$ cat src/rtl/uart_rx.sv
// UART receiver: start bit, DATA_BITS data bits LSB first, one stop bit, sampled
// at bit centres using an OVERSAMPLE-rate tick; output on a valid/ready port.
`timescale 1ns/1ps

module uart_rx #(
   parameter int DATA_BITS  = 8,
   parameter int OVERSAMPLE = 16
) (
   input  logic                 clk,
   input  logic                 rst,
   input  logic                 rx,
   input  logic                 sample_tick,
   output logic [DATA_BITS-1:0] rx_data,
   output logic                 rx_valid,
   input  logic                 rx_ready,
   output logic                 frame_err,
   output logic                 overrun
);

   localparam int TW = $clog2(OVERSAMPLE);
   localparam int BW = $clog2(DATA_BITS) + 1;

   localparam logic [TW-1:0] TICK_MID = TW'(OVERSAMPLE / 2 - 1);
   localparam logic [TW-1:0] TICK_END = TW'(OVERSAMPLE - 1);
   localparam logic [BW-1:0] LAST_BIT = BW'(DATA_BITS - 1);

   typedef enum logic [1:0] {
      IDLE,
      START,
      DATA,
      STOP
   } state_t;

   state_t               state, state_d;
   logic [TW-1:0]        tick_cnt, tick_d;
   logic [BW-1:0]        bit_cnt, bit_d;
   logic [DATA_BITS-1:0] shreg, shreg_d;
   logic                 rx_meta, rx_sync;
   logic                 word_done, stop_bad;
   logic                 handshake;

   // Two-flop synchroniser; resets to the idle-high line level.
   always_ff @(posedge clk or posedge rst) begin
      if (rst) begin
         rx_meta <= 1'b1;
         rx_sync <= 1'b1;
      end else begin
         // NOTE: non-blocking so rx_sync takes the previous rx_meta, forming two real stages.
         rx_meta <= rx;
         rx_sync <= rx_meta;
      end
   end

   always_comb begin
      // NOTE: every output gets a default first, so no path through the case leaves a latch.
      state_d   = state;
      tick_d    = tick_cnt;
      bit_d     = bit_cnt;
      shreg_d   = shreg;
      word_done = 1'b0;
      stop_bad  = 1'b0;
      if (sample_tick) begin
         unique case (state)
            IDLE: begin
               if (!rx_sync) begin
                  state_d = START;
                  tick_d  = '0;
               end
            end
            START: begin
               if (tick_cnt == TICK_MID) begin
                  tick_d = '0;
                  if (!rx_sync) begin
                     state_d = DATA;
                     bit_d   = '0;
                  end else begin
                     state_d = IDLE;
                  end
               end else begin
                  tick_d = tick_cnt + TW'(1);
               end
            end
            DATA: begin
               if (tick_cnt == TICK_END) begin
                  shreg_d = {rx_sync, shreg[DATA_BITS-1:1]};
                  tick_d  = '0;
                  bit_d   = bit_cnt + BW'(1);
                  if (bit_cnt == LAST_BIT) state_d = STOP;
               end else begin
                  tick_d = tick_cnt + TW'(1);
               end
            end
            STOP: begin
               // Leaving at mid-stop lets a back-to-back start edge be caught.
               if (tick_cnt == TICK_END) begin
                  state_d   = IDLE;
                  tick_d    = '0;
                  word_done = rx_sync;
                  stop_bad  = !rx_sync;
               end else begin
                  tick_d = tick_cnt + TW'(1);
               end
            end
            default: state_d = IDLE;
         endcase
      end
   end

   always_ff @(posedge clk or posedge rst) begin
      if (rst) begin
         state    <= IDLE;
         tick_cnt <= '0;
         bit_cnt  <= '0;
         shreg    <= '0;
      end else begin
         state    <= state_d;
         tick_cnt <= tick_d;
         bit_cnt  <= bit_d;
         shreg    <= shreg_d;
      end
   end

   assign handshake = rx_valid & rx_ready;

   // A completing word wins over a handshake in the same cycle: valid stays up with new data.
   always_ff @(posedge clk or posedge rst) begin
      if (rst) begin
         rx_data   <= '0;
         rx_valid  <= 1'b0;
         frame_err <= 1'b0;
         overrun   <= 1'b0;
      end else begin
         frame_err <= stop_bad;
         if (word_done) begin
            rx_data  <= shreg;
            rx_valid <= 1'b1;
         end else if (handshake) begin
            rx_valid <= 1'b0;
         end
         if (word_done && rx_valid && !rx_ready) begin
            overrun <= 1'b1;
         end else if (handshake) begin
            overrun <= 1'b0;
         end
      end
   end

endmodule

$ cat config.mk
export PLATFORM = sky130hd
export DESIGN_NAME = uart_rx
export DESIGN_NICKNAME = d
export VERILOG_FILES = /design/src/rtl/uart_rx.sv
export SDC_FILE = /design/constraint.sdc
export NUM_CORES = 1
export LEC_CHECK = 0
export CORE_MARGIN = 2
export CORE_UTILIZATION = 50
export CTS_CLUSTER_DIAMETER = 120
export CTS_CLUSTER_SIZE = 14
export DETAILED_ROUTE_END_ITERATION = 6
export PLACE_DENSITY = 0.74
export SYNTH_ARGS = -nofsm -noshare
export SYNTH_HDL_FRONTEND = slang
export SYNTH_SLANG_ARGS = --single-unit
$ cat constraint.sdc
create_clock -name clk -period 2 [get_ports clk]
set_input_delay 0.4 -clock clk [delete_from_list [all_inputs] [get_ports clk]]
set_output_delay 0.4 -clock clk [all_outputs]
set_load 0.05 [all_outputs]
==> impl_metrics.env <==
export IMPL_clk_path_buf_depth=2
export IMPL_cpPeakStageDelay_ps=810
export IMPL_cts_hold_buf=0
export IMPL_rrSetupSlack_ps=210
export IMPL_outcome="finished clean"
export IMPL_synth_nets=117
export IMPL_powerDensity_mw_per_mm2=961
export IMPL_cts_tree="done"
export IMPL_synthTopCellsByArea="dfrtp_1 (51%), mux2_2 (14%), dfstp_2 (3.7%)"
export IMPL_arrival_ps=1530
export IMPL_yosysTopAreaCell="dfrtp_1"
export IMPL_startpoint_type="flip-flop"
export IMPL_dieArea_mm2=0.00327
export IMPL_antenna_found_initial=0
export IMPL_top_level_ports=16
export IMPL_route_final_wire_length_mm=2.60
export IMPL_grt_usage=0.184
export IMPL_clock_skew_ps=10.8
export IMPL_final_nets=139
export IMPL_max_cap_violations=0
export IMPL_cts_setup_buffers=0
export IMPL_worstPathRequired_ps=1600
export IMPL_wl_per_cell_um=15.9
export IMPL_seqCellArea_um2=778
export IMPL_synth_compound_area_share=0.124
export IMPL_drt_iter0_markers=52
export IMPL_synthMuxAreaShare=0.156
export IMPL_min_period_over_period=0.964
export IMPL_diodes=0
export IMPL_path_delay_family="buffers and inverters"
export IMPL_syn_to_final_growth_pct=17.1
export IMPL_drive_above_1_share=0.263
export IMPL_yosys_area_share_simple=0.115
export IMPL_cts_root_buf="clkbuf_4"
export IMPL_ys_seq_area_frac=0.549
export IMPL_synth_xor_area_frac=0.00618
export IMPL_vias_per_cell=5.79
export IMPL_hold_viol_final=0
export IMPL_max_slew_margin=0.666
export IMPL_crit_type="flip-flop to output port"
export IMPL_ys_ff_latch=31
export IMPL_rsz0062_at_grt="no"
export IMPL_synth_flop_cell="dfrtp_1"
export IMPL_syn_inst=110
export IMPL_cp_slowest_cell="clkdlybuf4s50_1"
export IMPL_worstSetupEndpointType="output port"
export IMPL_synth_fa_ha_area_frac=0.0177
export IMPL_yosysUniqueCellTypes=42
export IMPL_route_vias_total=950
export IMPL_p_leak_uw=0.000736
export IMPL_netlist_area_mm2=0.00142
export IMPL_syn_avg_cell_area_um2=12.9
export IMPL_yosysTopAreaCellShare=0.512
export IMPL_multiInputGateArea_um2=593
export IMPL_first_global_vias=957
export IMPL_holdCritPathClass="flip-flop to flip-flop"
export IMPL_tightestPinTransition_ps=500
export IMPL_setup_viol=0
export IMPL_grt_pass1_wl_mm=4.49
export IMPL_start_util=0.518
export IMPL_finalCriticalPeriod_ps=1930
export IMPL_clk_latency_ps=330
export IMPL_path_buf_inv=1
export IMPL_drt_pass1_iterations=4
export IMPL_grt_start_max_net_pins=32
export IMPL_clock_sinks=31
export IMPL_htreeDepth=2
export IMPL_hpwl_mm=1.78
export IMPL_cts_resized=0
export IMPL_synth_top_family_by_area="multiplexers"
export IMPL_path_clk_slew_ps=90
export IMPL_gp_congestion=0.793
export IMPL_cts_buffers=5
export IMPL_slew_violations=0
export IMPL_synth_edf_count=0
export IMPL_p_total_uw=1590
export IMPL_die_w_um=57.2
export IMPL_core_area_mm2=0.00273
export IMPL_nFillCells=217
export IMPL_drc=0
export IMPL_crit_chain="clkdlybuf4s50_1"
export IMPL_fmax_mhz=519
export IMPL_gr_total_overflow=0
export IMPL_antenna_left=0
export IMPL_async_flop_share=1.00
export IMPL_rows=19
export IMPL_whs_ps=361
export IMPL_setup_tns_ps=0
export IMPL_peakVddDrop_mv=0.644
export IMPL_die_h_um=57.2
export IMPL_portBuffers=15
export IMPL_yosysWarnings=0
export IMPL_critPathMaxFanout=4
==> report_power, final <==
| group | total (uW) | internal, uW | switching (uW) |
|---|---|---|---|
| combinational | 398 | 198 | 200 |
| sequential | 859 | 720 | 138 |
| clock | 338 | 137 | 201 |
==> layout make-up <==
class	count	area share
Clock inverter	1	0.00302
Tap cell	31	0.0234
Sequential cell	31	0.469
Inverter	5	0.0113
Timing Repair Buffer	19	0.109
Multi-Input combinational cell	70	0.357
Clock buffer	7	0.0271
==> cell usage in the layout, fill, tap and decap left out, types with 2 or more instances in the layout <==
cell type / synthesis / routed
a21boi_0: 2 / 2
and3_1: 2 / 2
buf_4: 0 / 4
clkbuf_1: 0 / 2
clkbuf_4: 0 / 5
clkdlybuf4s50_1: 0 / 15
dfrtp_1: 29 / 29
dfstp_2: 2 / 2
ha_1: 2 / 2
inv_1: 5 / 5
mux2_2: 17 / 17
mux2i_1: 3 / 3
nand2_1: 3 / 3
nand3_1: 3 / 3
nand4_1: 3 / 3
nor2_1: 4 / 4
o2111ai_1: 2 / 2
o21a_1: 3 / 3
o21ai_0: 2 / 2
==> per-layer routing <==
metal,share of wire,track usage,up-vias
li1,-,-,454
met1,0.48,0.256,463
met4,0.018,0.0698,0
met3,0.054,0.0680,7
met5,0,0,-
met2,0.45,0.264,26
==> sequential cells by signal (all words and copies together) (netlist names), named ones only <==
register and count:
shreg 8, rx_data 8, bit_cnt 4, rx_meta 1, tick_cnt 4, overrun 1
rx_valid 1, frame_err 1, rx_sync 1, state 1
==> stage by stage <==
step	instance area [um^2]	instances	util	worst slack, ps
6_report	1660	164	0.607	72.2
5_1_grt	1660	164	0.607	13.8
4_1_cts	1660	164	0.607	50.9
3_5_place_dp	1610	156	0.589	2.24
3_3_place_gp	1610	156	0.589	36.4
2_1_floorplan	1420	110	-	487
==> worst paths after layout <==
check	start	endpoint	cells past startpoint
hold reg to reg	rx_meta$_DFF_PP1_	rx_sync$_DFF_PP1_	0
setup reg to reg	tick_cnt[0]$_DFFE_PP0P_	shreg[1]$_DFFE_PP0P_	4
hold / removal	rx_meta$_DFF_PP1_	rx_sync$_DFF_PP1_	0
setup / recovery	rx_valid$_DFFE_PP0P_	rx_valid	1
max in group asynchronous	rst	rx_sync$_DFF_PP1_	3
min in group asynchronous	rst	bit_cnt[2]$_DFFE_PP0P_	3
==> synthesized netlist by cell type, drive strengths merged (3+ instances only) <==
| master | instances |
|---|---|
| buf | 3 |
| nand2 | 3 |
| nand4 | 3 |
| dfrtp | 29 |
| mux2i | 3 |
| inv | 5 |
| mux2 | 17 |
| nand3 | 4 |
| nor2 | 6 |
| o21a | 3 |
==> logic make-up (layout without fill, tap and decap cells) <==
kind of cell    after synthesis  in the layout
compound gates               22             22
xor+xnor                      1              1
fa+ha+maj                     2              2
buf+inv                       9             32
flops                        31             31
mux                          20             20
simple gates                 25             25
(Power assumes the default switching activity.)
